[config.mk]
export PLATFORM = sky130hd
export DESIGN_NAME = instr_fetch_unit
export DESIGN_NICKNAME = d
export VERILOG_FILES = /design/src/rtl/pipeline_pkg.sv /design/src/rtl/next_pc_gen.sv /design/src/rtl/instr_fetch_unit.sv
export SDC_FILE = /design/constraint.sdc
export NUM_CORES = 1
export LEC_CHECK = 0
export CORE_ASPECT_RATIO = 1.4
export CORE_UTILIZATION = 45
export DETAILED_ROUTE_END_ITERATION = 10
export GPL_TIMING_DRIVEN = 0
export MAX_ROUTING_LAYER = met4
export PLACE_DENSITY_LB_ADDON = 0.2
export RECOVER_POWER = 100
export SLEW_MARGIN = 30
export SYNTH_ARGS = -nofsm -noshare
export SYNTH_HDL_FRONTEND = slang
export SYNTH_SLANG_ARGS = --single-unit
export TNS_END_PERCENT = 1
[constraint.sdc]
create_clock -name clk -period 3.15 [get_ports clk]
set_input_delay 0.945 -clock clk [delete_from_list [all_inputs] [get_ports clk]]
set_output_delay 0.945 -clock clk [all_outputs]
set_load 0.02 [all_outputs]
[src/rtl/pipeline_pkg.sv]
// +--------------------------------------------------------------------------+
// | pipeline_pkg : fetch-stage types, constants and alignment helper        |
// | Revision 1.0                                                             |
// +--------------------------------------------------------------------------+
`default_nettype none

package pipeline_pkg;

  typedef enum logic [1:0] {
    FETCH = 2'd0,
    HOLD  = 2'd1,
    KILL  = 2'd2
  } fetch_state_t;

  localparam logic [31:0] BUBBLE_INSTR     = 32'h0000_0000;
  localparam logic [31:0] INSTR_BYTES      = 32'd4;
  localparam logic [31:0] RESET_PC_DEFAULT = 32'h0000_0000;

  // Clears the byte-offset bits so any address lands on an instruction boundary.
  function automatic logic [31:0] word_align(input logic [31:0] addr);
    return addr & ~(INSTR_BYTES - 32'd1);
  endfunction

endpackage

`default_nettype wire

[src/rtl/next_pc_gen.sv]
// +--------------------------------------------------------------------------+
// | next_pc_gen : selects redirect target / pc+4 / hold for the fetch PC     |
// | Revision 1.0                                                             |
// +--------------------------------------------------------------------------+
`default_nettype none

module next_pc_gen
  import pipeline_pkg::*;
(
  input  logic [31:0] pc_i,
  input  logic        advance_i,
  input  logic        redirect_i,
  input  logic [31:0] redirect_pc_i,
  output logic [31:0] next_pc_o
);

  always_comb begin
    next_pc_o = pc_i;
    if (redirect_i) begin
      next_pc_o = word_align(redirect_pc_i);
    end else if (advance_i) begin
      // Wraps past 32'hFFFF_FFFC to zero by plain modular addition.
      next_pc_o = pc_i + INSTR_BYTES;
    end
  end

endmodule

`default_nettype wire

[src/rtl/instr_fetch_unit.sv]
// +--------------------------------------------------------------------------+
// | instr_fetch_unit : PC owner and single-outstanding imem fetch stage;     |
// | optional FETCH_MISALIGN_TRAP_EN adds fetch_misalign. Revision 1.0        |
// +--------------------------------------------------------------------------+
`default_nettype none

module instr_fetch_unit
  import pipeline_pkg::*;
#(
  parameter logic [31:0] RESET_PC = RESET_PC_DEFAULT
) (
  input  logic        clk,
  input  logic        reset,
  input  logic        stall,
  input  logic        redirect,
  input  logic [31:0] redirect_pc,
  output logic        imem_req,
  output logic [31:0] imem_addr,
  input  logic        imem_ready,
  input  logic [31:0] imem_rdata,
  output logic [31:0] pc_out,
  output logic [31:0] instr_out,
  output logic        instr_valid,
  output logic        fetch_busy
`ifdef FETCH_MISALIGN_TRAP_EN
  ,
  output logic        fetch_misalign
`endif
);

  fetch_state_t state_q, state_d;
  logic [31:0]  pc_q, pc_d;
  logic [31:0]  buf_pc_q, buf_pc_d;
  logic [31:0]  buf_instr_q, buf_instr_d;
  logic         advance;

  next_pc_gen u_next_pc_gen (
    .pc_i          (pc_q),
    .advance_i     (advance),
    .redirect_i    (redirect),
    .redirect_pc_i (redirect_pc),
    .next_pc_o     (pc_d)
  );

  always_ff @(posedge clk) begin
    if (reset) begin
      state_q     <= FETCH;
      pc_q        <= RESET_PC;
      buf_pc_q    <= 32'h0;
      buf_instr_q <= BUBBLE_INSTR;
    end else begin
      state_q     <= state_d;
      pc_q        <= pc_d;
      buf_pc_q    <= buf_pc_d;
      buf_instr_q <= buf_instr_d;
    end
  end

  always_comb begin
    state_d     = state_q;
    buf_pc_d    = buf_pc_q;
    buf_instr_d = buf_instr_q;
    advance     = 1'b0;
    imem_req    = 1'b0;
    instr_valid = 1'b0;
    pc_out      = 32'h0;
    instr_out   = BUBBLE_INSTR;

    case (state_q)
      FETCH: begin
        imem_req = 1'b1;
        if (imem_ready && !redirect) begin
          instr_valid = 1'b1;
          pc_out      = pc_q;
          instr_out   = imem_rdata;
          if (stall) begin
            state_d     = HOLD;
            buf_pc_d    = pc_q;
            buf_instr_d = imem_rdata;
          end else begin
            advance = 1'b1;
          end
        end
      end
      HOLD: begin
        if (!redirect) begin
          instr_valid = 1'b1;
          pc_out      = buf_pc_q;
          instr_out   = buf_instr_q;
          if (!stall) begin
            advance = 1'b1;
            state_d = FETCH;
          end
        end
      end
      KILL: begin
        if (imem_ready) begin
          state_d = FETCH;
        end
      end
      default: begin
        state_d = FETCH;
      end
    endcase

    // Redirect overrides everything; KILL is needed only while memory still owes a response.
    if (redirect) begin
      buf_pc_d    = 32'h0;
      buf_instr_d = BUBBLE_INSTR;
      if ((state_q == FETCH || state_q == KILL) && !imem_ready) begin
        state_d = KILL;
      end else begin
        state_d = FETCH;
      end
    end
  end

  assign imem_addr  = pc_q;
  assign fetch_busy = (state_q == FETCH) || (state_q == KILL);

`ifdef FETCH_MISALIGN_TRAP_EN
  logic misalign_q;

  always_ff @(posedge clk) begin
    if (reset) begin
      misalign_q <= 1'b0;
    end else begin
      misalign_q <= redirect && (redirect_pc[1:0] != 2'b00);
    end
  end

  assign fetch_misalign = misalign_q;
`endif

endmodule

`default_nettype wire
==> metrics.md, run 1 <==
| Metric | Value |
|---|---|
| Status | finished with violations |
| Failing checks | negative setup slack |
| Post-Route Setup TNS | -412 ps |
| Routed WL | 15800 um |
| PD cells | 423 nW/um2 |
| Final hold violations | 0 |
| Post-synthesis cell area | 4500 um2 |
| Worst hold slack | 454 ps |
| Horiz. Die Dim | 86.5 um |
| Core Footprint | 9560 um2 |
| Slew headroom | 40.5% |
| Clk_skew | 3.95 ps |
| Worst setup SP type | primary input |
| Number of distinct library cells after synthesis | 36 |
| TritonRoute pass-1 iters | 5 |
| Final setup vio count | 22 |
| Largest net degree at the start of global routing | 15 |
| Worst hold path type | flip-flop to flip-flop |
| CTS Hold Bufs | 0 |
| Kind of critical path | primary input to output pin |
| Antenna Nets Post-Route | 0 |
| I/O Buffers | 159 |
| Synth Area per Inst | 7.84 um2 |
| Clk_lat worst skew | 350 ps |
| Clock edge transition at the registers on the reported setup and hold paths | 70 ps |
| GRT Util Overall | 30.1% |
| Slew @ Worst Pin | 886 ps |
| Cells after DPL | 868 |
| Fill count | 773 |
| Syn. warnings | 0 |
| Final WS setup | -49.3 ps |
| Initial drt markers | 300 |
| Cell area after layout | 6710 um2 |
| Cell taking the most area after synthesis | dfxtp_1 |
| Starting Density | 47.1% |
| Post-synth top area share | 41.8% |
| Post-synthesis register bit count | 94 |
| CP Max Fanout | 5 |
| Initial antenna violation count | 0 |
| F_max | 313 MHz |
| DRC | 0 |
| Drt via density | 5.64 |
| FF-to-FF path depth | 7 |
| Htree depth | 3 |
| Post-DP HPWL | 10700 um |
| Die area | 10400 um2 |
| Synthesis-to-layout area growth | 49.0% |
| Maximum VDD drop | 0.284 mV |
| Unrepaired setup endpoints after global routing | yes |
| I/O pins | 168 |
| Leak Pwr | 2.49 nW |
| Max Root-Sink Buffers | 2 |
| Root buffer cell | clkbuf_16 |
| ANT cells | 0 |
| Share of layout cells above drive strength 1 | 15.2% |
| Routed length per instance | 17.7 um |
| Gpl congestion | 0.882 |
| Max-Cap Viols | 0 |
| Total grt overflow | 0 |
| Total Power | 2.84 mW |
| Fin cells | 895 |
| Inserted Clock Buffers | 9 |
| Vias in the first global route | 4785 |
| TritonCTS clock tree | yes |
| Final #Nets | 828 |
| First-pass GRT wire length | 23400 um |
| Die span in y | 120 um |
| Crit. End Element | output pin |
| Crit path DAT | 2250 ps |
| Rows | 42 |
| Total number of vias | 5049 |
| Fin. max-slew vios | 0 |
| Hold path depth | 2 |
| Seq/Total Area, Yosys | 41.8% |
| Synth area leaders | dfxtp_1 42%, a22o_1 12%, nand2_1 12%, a21oi_1 7.6%, clkbuf_1 4.0% |
| Clk sinks | 94 |
| Crit share post-route | 102% |
| Final worst path period need | 3200 ps |
| Required time worst endpoint | 2200 ps |
| Mapped Cells | 574 |
| Dpl cell area | 6280 um2 |
| Util after Layout | 70.1% |
| Worst slack, placed | -1520 ps |
## power by group
group	switching, mW	internal (mW)	total, mW	leakage (nW)
sequential	0.0550	1.22	1.28	0.766
clock	0.459	0.598	1.06	0.142
combinational	0.259	0.242	0.501	1.58
## cell usage in the layout, fill, tap and decap left out, types with 4 or more instances in the layout
cell             netlist  layout
a211oi_1              17      17
a21oi_1               68      68
a22o_1                62      62
a311oi_1               4       4
buf_2                  1      16
buf_4                  4      45
buf_6                  0      18
clkbuf_1              48      34
clkbuf_16              0      13
clkbuf_8               0       5
clkdlybuf4s50_1        0      94
conb_1                 1       4
dfxtp_1               94      94
inv_1                  6       6
nand2_1              144     144
nand3_1                9       9
nand4_1               10      10
nor2_1                28      27
nor3_1                 5       5
nor4_1                10       9
o21ai_0                6       6
or3_1                  4       4
xnor2_1                7       7
xor2_1                17      17
## critical path, stage by stage
cell and delay (ps):
buf_8 100, or2_4 240, clkbuf_16 160, nor2_4 170, buf_6 190, clkbuf_16 170, a22o_1 150, buf_6 120
## routing by layer
metal | GRT usage, % | part of all wire (%) | up-vias
met5 | - | 0 | -
met4 | 17.9 | 4.4 | 0
met3 | 2.87 | 6.2 | 52
met2 | 51.6 | 50 | 237
met1 | 33.8 | 39 | 2376
li1 | - | - | 2384
## path summary, 6_finish.rpt
kind | startpoint | to | slack (ps)
worst max-delay path | redirect | pc_out[5] | -50
worst min register to register | buf_instr_q[22] | buf_instr_q[22] | 450
worst min-delay path | buf_instr_q[22] | buf_instr_q[22] | 450
worst max register to register | state_q[1] | imem_addr[25] | 540
## sequential cells by signal, summed over array words and instances (netlist names)
signal and cells:
imem_addr 30, buf_pc_q 30, buf_instr_q 32, state_q 2
## cells in the mapped netlist
master and instances:
nand4b_1 1, nand3_1 9, or2_4 1, or3_1 4, nand2_1 144, nor4b_1 3, nor3_1 5, nor2_1 28
and2_1 3, a22o_1 62, clkbuf_1 48, or4_4 1, inv_1 6, nor3b_1 1, and2_0 1, a21oi_1 68
and4_1 3, conb_1 1, dfxtp_1 94, o21ai_0 6, o21bai_1 1, a311oi_1 4, buf_4 4, buf_2 1
or4_1 2, mux2i_1 3, nand3b_1 1, buf_1 2, nor4_1 10, nand4_1 10, or2_2 2, ha_1 1
and3_1 3, xor2_1 17, a211oi_1 17, xnor2_1 7
## layout make-up
cell class                 instances  area, um2  area share (%)
timing repair buffer             172       1600            23.9
inverter                           6       22.5           0.336
multi-input combinational        423       2410            36.0
clock inverter                     3       17.5           0.261
buffer                            52        334            4.98
sequential                        94       1880            28.1
clock buffer                      13        270            4.03
tap                              132        165            2.46
## logic make-up (layout without fill, tap and decap cells)
family,after synthesis,in the layout,share of synthesized area [%]
mux,3,3,0.667
compound gates,158,158,24.1
simple gates,232,233,23.0
other cells,1,4,0.0833
fa+ha+maj,1,1,0.278
flops,94,94,41.8
xor+xnor,24,24,4.67
buf+inv,61,246,5.45
## repair_timing
action | CTS | global route
cloned | 0 | 3
gates resized for setup | 296 | 75
setup endpoints to repair | 66 | 65
setup buffers | 8 | 3
pin swaps | 3 | 5
Note: power is estimated with default switching activity, not from simulation.
==> run 2: changes to the inputs <==
Settings changed: ABC_AREA set to 0, GPL_TIMING_DRIVEN 0 to unset.
==> metrics.md, run 2 (synthesis gave the netlist of run 1 again) <==
| Metric | Value |
|---|---|
| Inserted Clock Buffers | 9 (unchanged) |
| Slew headroom | -1.01% (-42 points) |
| Hold path depth | 2 (unchanged) |
| Most common cell after layout, fill and taps aside | nand2_1 |
| Antenna Nets Post-Route | 0 (unchanged) |
| Maximum VDD drop | 0.304 mV (+7.2%) |
| Total number of vias | 4759 (-5.7%) |
| Fin cells | 865 (-3.4%) |
| Final worst path period need | 3110 ps (-89.5 ps) |
| Post-Route Setup TNS | 0 ps (+412 ps) |
| Crit path cell chain | dlygate4sd2_1, or2_4, nor2_4, buf_4, buf_12, a22o_1, buf_4 |
| Dpl cell area | 6350 um2 (+1.1%) |
| PD cells | 432 nW/um2 (+2.0%) |
| Vias in the first global route | 4272 (-11%) |
| Hold EP | buf_instr_q[8] |
| I/O Buffers | 161 (+1.3%) |
| Routed length per instance | 15.8 um (-10%) |
| Int Pwr | 2.11 mW (+2.3%) |
| Core Footprint | 9560 um2 (unchanged) |
| Cell area after layout | 6580 um2 (-1.9%) |
| Max reg flops | 32 (unchanged) |
| Htree depth | 3 (unchanged) |
| Kind of critical path | primary input to output pin |
| Hold Startpoint | buf_instr_q[8] |
| Clock edge transition at the registers on the reported setup and hold paths | 60 ps (about the same) |
| Crit. End Element | output pin |
| TritonCTS clock tree | yes |
| Drt via density | 5.50 (-2.5%) |
| Most frequent cells in the layout | 144 x nand2_1, 94 x dfxtp_1, 68 x a21oi_1 |
| Synthesis-to-layout area growth | 46.2% |
| Max Root-Sink Buffers | 2 (unchanged) |
| Final #Nets | 798 (-3.6%) |
| Worst hold slack | 454 ps (unchanged) |
| FF-to-FF path depth | 6 (-1) |
| Worst hold path type | flip-flop to flip-flop |
| Largest register by flop count | buf_instr_q |
| Rows | 42 (unchanged) |
| Fin. max-slew vios | 35 (+35) |
| Initial drt markers | 242 (-19%) |
| First-pass GRT wire length | 21200 um (-9.3%) |
| Worst setup SP type | primary input |
| Routed WL | 13700 um (-13%) |
| Unrepaired setup endpoints after global routing | yes |
| Comb pwr share | 16.5% (-1.2 points) |
| CP Max Fanout | 15 (+10) |
| R2R Setup Slk | 620 ps (+80 ps) |
| Clk_lat worst skew | 340 ps (about the same) |
| Initial antenna violation count | 0 (unchanged) |
| Crit share post-route | 98.7% (-2.8 points) |
| F_max | 322 MHz (+2.9%) |
| Cells after DPL | 841 (-3.1%) |
| Failing checks | max-capacitance violations, max-slew violations |
| Worst path most repeated cell | buf_4 |
| P_sw | 0.730 mW (-5.6%) |
| Leak Pwr | 2.51 nW (+0.74%) |
| Final hold violations | 0 (unchanged) |
| Critical-path top delay cell | dlygate4sd2_1 |
| Die area | 10400 um2 (unchanged) |
| Total Power | 2.84 mW (+0.14%) |
| Die span in y | 120 um (unchanged) |
| Largest net degree at the start of global routing | 38 (+23) |
| Starting Density | 47.1% (unchanged) |
| Horiz. Die Dim | 86.5 um (unchanged) |
| Seq pwr share | 44.9% (-0.2 points) |
| Clk sinks | 94 (unchanged) |
| Worst path max stage delay | 260 ps (+20 ps) |
| Worst r2r dst | imem_addr[25] |
| I/O pins | 168 (unchanged) |
| Clk pwr share | 38.5% (+1.2 points) |
| Gpl congestion | 0.844 (-4.3%) |
| Crit path DAT | 2160 ps (-90 ps) |
| Util after Layout | 68.8% (-1.3 points) |
| Clk_skew | 7.57 ps (+3.62 ps) |
| Fill count | 833 (+7.8%) |
| Total grt overflow | 0 (unchanged) |
| TritonRoute pass-1 iters | 5 (unchanged) |
| Slew @ Worst Pin | 1520 ps (+629 ps) |
| Final WS setup | 40.2 ps (+89.5 ps) |
| Share of layout cells above drive strength 1 | 15.1% (-0.060 points) |
| Final setup vio count | 0 (-100%) |
| Switch share | 25.7% (-1.6 points) |
| Status | finished with violations |
| Worst slack, placed | -581 ps (+939 ps) |
| Post-DP HPWL | 9180 um (-14%) |
| GRT Util Overall | 27.0% (-3.2 points) |
| Worst R2R Start | state_q[1] |
| Required time worst endpoint | 2200 ps (about the same) |
| ANT cells | 0 (unchanged) |
| DRC | 0 (unchanged) |
| Max-Cap Viols | 1 (+1) |
| Root buffer cell | clkbuf_16 |
-- run 2: changes by cell type in the layout (fill, tap and decap cells not counted), moves of 13 or more --
cell | before | now
buf_4 | 45 | 58
buf_6 | 18 | 4
clkbuf_1 | 34 | 9
clkdlybuf4s50_1 | 94 | 64
dlygate4sd3_1 | 0 | 32
-- run 2: worst max path at each step --
stage	startpoint	endpoint	slack (ps)	cells after the start
finish	redirect	pc_out[17]	40	7
global route	redirect	pc_out[23]	-20	7
CTS	imem_ready	instr_out[3]	-70	5
detailed placement	redirect	pc_out[25]	-580	6
global placement	redirect	pc_out[14]	-560	6
floorplan	redirect	instr_out[0]	50	5
-- run 2: final cells by class --
type / count / area, um2 / area share (%)
multi-input cells: 422 / 2400 / 36.5
flip-flops and latches: 94 / 1880 / 28.6
repair buffers: 195 / 1810 / 27.4
clock buffers: 13 / 260 / 3.95
well taps: 132 / 165 / 2.51
clock inverters: 3 / 42.5 / 0.646
inverters: 6 / 22.5 / 0.342
-- run 2: metal layers --
metal / routed length, um / GRT usage (%) / vias up
met4: 282 / 10.7 / 0
met2: 6910 / 44.5 / 172
li1: - / - / 2323
met3: 836 / 5.19 / 22
met5: 0 / - / -
met1: 5680 / 32.3 / 2242
-- run 2: power by group through the flow --
stage               sequential [mW]  clock, mW  combinational [mW]
CTS                            1.28       1.11               0.471
floorplan                      1.32          0               0.203
finish                         1.28       1.09               0.469
global route                   1.28       1.16               0.501
global placement               1.30          0               0.472
detailed placement             1.30          0               0.479
-- run 2: critical path, delay by kind of cell --
kind                   cells  cell delay (ps)
AOI/OAI and AO/OA          1              150
and+or+nand+nor            2              390
buffers and inverters      4              680
-- run 2: timing repair --
item	in CTS	in global routing
hold buffers	0	0
gates resized for setup	259	49
pin swaps	4	4
buffers inserted	5	0
cloned	3	0
endpoints found under the setup margin	67	65
==> run 3: changes to the inputs <==
Settings changed: CAP_MARGIN set to 20.
==> results of run 3 <==
Same layout as run 2: the final DEF is identical, and so are final timing and power.
==> variant 1: new RTL, config.mk and constraints of run 1 <==
Re-encode `fetch_state_t` (3 states) as one-hot, 3 bits wide.
--- a/src/rtl/pipeline_pkg.sv
+++ b/src/rtl/pipeline_pkg.sv
@@ -6,10 +6,10 @@
 
 package pipeline_pkg;
 
-  typedef enum logic [1:0] {
-    FETCH = 2'd0,
-    HOLD  = 2'd1,
-    KILL  = 2'd2
+  typedef enum logic [2:0] {
+    FETCH = 3'b001,
+    HOLD  = 3'b010,
+    KILL  = 3'b100
   } fetch_state_t;
 
   localparam logic [31:0] BUBBLE_INSTR     = 32'h0000_0000;
Check against the original RTL: no difference found for any inputs over 10 cycles, from zero or initial values and one cycle with reset high; not proved beyond that.
==> variant 1 against run 1 <==
- power grew 3.2%
- global-route usage rose by 2.2 points
- critical path type unchanged
- setup slack improved by 0.098 ns
- sequential cell count increased by 1
- wire length rose by 7.8%
- area after synthesis is 6.8% higher
- cell area rose by 0.43%
- sequential share of layout area grew 0.18 points
- largest cell class unchanged
- critical endpoint is now pc_out[9]
- first-iteration DRC count increased by 5.0%
- largest power group unchanged
==> variant 1: results (changes against run 1) <==
[yosys]
syn_avg_cell_area_sq_um = 7.99  ; was 7.84 sq um
synthMuxAreaShare_pct = 0.208  ; was 0.667%
synth_fa_ha_area_share_pct = 0.260  ; was 0.278%
synth_area_leaders = dfxtp_1 40%, nand2_1 11%, a22o_1 11%, a21oi_1 7.1%, clkbuf_1 3.0%  ; was dfxtp_1 42%, a22o_1 12%, nand2_1 12%, a21oi_1 7.6%, clkbuf_1 4.0%
synthTopCellsByCount = 143 x nand2_1, 95 x dfxtp_1, 68 x a21oi_1  ; was 144 x nand2_1, 94 x dfxtp_1, 68 x a21oi_1
synth_cell_types = 58  ; was 36
synth_compound_area_share_pct = 26.0  ; was 24.1%
synth_xor_area_share_pct = 4.19  ; was 4.67%

[sta]
clock_skew_ns = 0.0105  ; was 0.00395 ns
max_slew_margin_pct = 44.8  ; was 40.5%

[pwr]
p_leak_uw = 0.00255  ; was 0.00249 uW
finalPower_uw = 2930  ; was 2840 uW

[detailed_routing]
first_iter_violations = 315  ; was 300
num_vias = 5260  ; was 5049

[final_layout]
num-nonclk-buffers = 219  ; was 224
clock_area_share_pct = 4.24  ; was 4.29%
num-multi-input-gates = 450  ; was 423
seq_share_pct = 28.2  ; was 28.1%
fin_nets = 850  ; was 828
inverters = 5  ; was 6
seq_cells = 95  ; was 94
nonClkBufAreaFrac_pct = 26.1  ; was 28.8%
finalInstanceArea_sq_um = 6740  ; was 6710 sq um
drive_above_1_share_pct = 15.8  ; was 15.2%

[placement]
dp_hpwl_um = 12800  ; was 10700 um
dp_slack_ns = -1.49  ; was -1.52 ns
place_inst = 902  ; was 868
portBuffers = 160  ; was 159

[grt]
grt_max_degree = 16  ; was 15
grt_usage_pct = 32.3  ; was 30.1%
grt_pass1_wl_um = 26600  ; was 23400 um
grt_pass1_vias = 5377  ; was 4785

[worst_setup_path]
cp_slowest_cell = clkdlybuf4s15_2  ; was or2_4
cp_max_fo = 10  ; was 5
crit_arrival_ns = 2.16  ; was 2.25 ns
critPathMaxStageDelay_ns = 0.20  ; was 0.24 ns

[run_status]
status = finished, final reports clean  ; was finished, violations left

-- variant 1: cell types whose count changed after synthesis, moves of 5 or more --
cell and change:
and2_1 +5, xnor2_1 +5, and3_1 +5, nor4_1 -7, xor2_1 -6, a31oi_1 +10, a211oi_1 -6, nor2_1 -5
nor3_2 +6, clkbuf_1 -10
-- variant 1: worst paths after layout --
kind | startpoint | to | slack [ns] | depth (start not counted)
hold reg to reg | buf_pc_q[12]$_SDFFE_PP0P_ | buf_pc_q[12]$_SDFFE_PP0P_ | 0.46 | 2
setup / recovery | imem_ready | pc_out[9] | 0.05 | 7
hold / removal | buf_pc_q[12]$_SDFFE_PP0P_ | buf_pc_q[12]$_SDFFE_PP0P_ | 0.46 | 2
setup reg to reg | state_q[0]$_SDFFE_PP1P_ | imem_addr[12]$_SDFFE_PP0P_ | 0.82 | 8
-- variant 1: layer usage --
layer  vias up  GRT usage, %  wire, um
li1       2484             -         -
met1      2464          36.0      6560
met2       254          53.2      8600
met3        58          5.90      1110
met4         0          17.7       784
met5         -             -         0
==> variant 2: new RTL, config.mk and constraints of run 1 <==
Without the edit above. Add a define of `FETCH_MISALIGN_TRAP_EN`.
--- a/src/rtl/instr_fetch_unit.sv
+++ b/src/rtl/instr_fetch_unit.sv
@@ -3,6 +3,8 @@
 // | optional FETCH_MISALIGN_TRAP_EN adds fetch_misalign. Revision 1.0        |
 // +--------------------------------------------------------------------------+
 `default_nettype none
+
+`define FETCH_MISALIGN_TRAP_EN
 
 module instr_fetch_unit
   import pipeline_pkg::*;
Function (old outputs only; new: fetch_misalign): kept (equiv_simple and equiv_induct, registers matched by name and starting in step).
==> variant 2 against run 1 <==
- the flow now finishes without violations
- clock power rose by 4%
- area after synthesis rose by 3.7%
- power rose by 0.89%
- synthesized cell count rose by 3.5%
- first-iteration DRC count rose by 40%
- hold slack got worse by 0.0010 ns
- non-clock buffer count fell by 2
- sequential cell count rose by 1
- wire length rose by 1.4%
- via count rose by 4.2%
- cell area fell by 1.4%
- setup slack improved by 0.051 ns
- critical endpoint is now pc_out[13]
- highest routed layer unchanged
==> variant 2: results (changes against run 1) <==
[detailed_routing]
wl_met3_um = 1100  ; was 973 um
first_iter_violations = 421  ; was 300
wl_met2_um = 8330  ; was 7940 um
wl_per_cell_um = 17.6  ; was 17.7 um

[grt]
grt_usage_pct = 30.6  ; was 30.1%
use_met2_pct = 53.2  ; was 51.6%
use_met3_pct = 5.11  ; was 2.87%
use_met1_pct = 34.7  ; was 33.8%

[sta]
clock_skew_ns = 0.00693  ; was 0.00395 ns
tightest_slew_ns = 0.733  ; was 0.886 ns

[run_status]
status = finished, final reports clean  ; was finished, violations left

[min_path]
holdPathEnd = buf_instr_q[20]$_SDFFE_PP0P_  ; was buf_instr_q[22]$_SDFFE_PP0P_
hp-start = buf_instr_q[20]$_SDFFE_PP0P_  ; was buf_instr_q[22]$_SDFFE_PP0P_

[final_layout]
drive_above_1_share_pct = 14.2  ; was 15.2%

[worst_setup_path]
critPathMaxStageDelay_ns = 0.20  ; was 0.24 ns
reg2reg_depth = 6  ; was 7
critical_path.endpoint = pc_out[13]  ; was pc_out[5]
cp_slowest_cell = clkbuf_8  ; was or2_4
timing.rr.end = imem_addr[24]$_SDFFE_PP0P_  ; was imem_addr[25]$_SDFFE_PP0P_
cp_max_fo = 10  ; was 5

[placement]
dp_slack_ns = -1.62  ; was -1.52 ns
gp_congestion = 0.924  ; was 0.882

[yosys]
synthCells = 594  ; was 574
seq_area_frac_synth_pct = 40.7  ; was 41.8%
synth_area_leaders = dfxtp_1 41%, nand2_1 12%, a22o_1 12%, a21oi_1 7.8%, clkbuf_1 2.6%  ; was dfxtp_1 42%, a22o_1 12%, nand2_1 12%, a21oi_1 7.6%, clkbuf_1 4.0%

[pwr]
p_leak_uw = 0.00253  ; was 0.00249 uW

variant 2: cell types whose count changed after synthesis, moves of 6 or more:
cell,before,now
nand2_1,144,155
clkbuf_1,48,32
buf_2,1,15
nand3_1,9,15
variant 2: timing repair:
action	4_1_cts	5_1_grt
setup buffers	3	0
endpoints found under the setup margin	63	14
resized for setup	291	3
pin swaps	1	0
variant 2: cells by family after synthesis:
kind of cell,Yosys count,synth area share [%]
muxes,2,0.482
and+or+nand+nor,246,24.4
adders and majority gates,1,0.268
AOI/OAI and AO/OA,175,25.7
xor gates and xnor gates,15,2.81
buffers and inverters,59,5.49
other,1,0.0803
DFF,95,40.7
variant 2: cell type report:
cell class              instances  area (sq um)
well taps                     135           169
flip-flops and latches         95          1900
clock buffers                  14           254
fillers                       884          3400
repair buffers                166          1350
inverters                       3          11.3
clock inverters                 2          38.8
plain buffers                  56           357
multi-input cells             443          2530
variant 2: power breakdown:
part           internal, uW  switching (uW)
sequential             1240            52.7
combinational           213             262
clock                   642             457
total                  2090             771
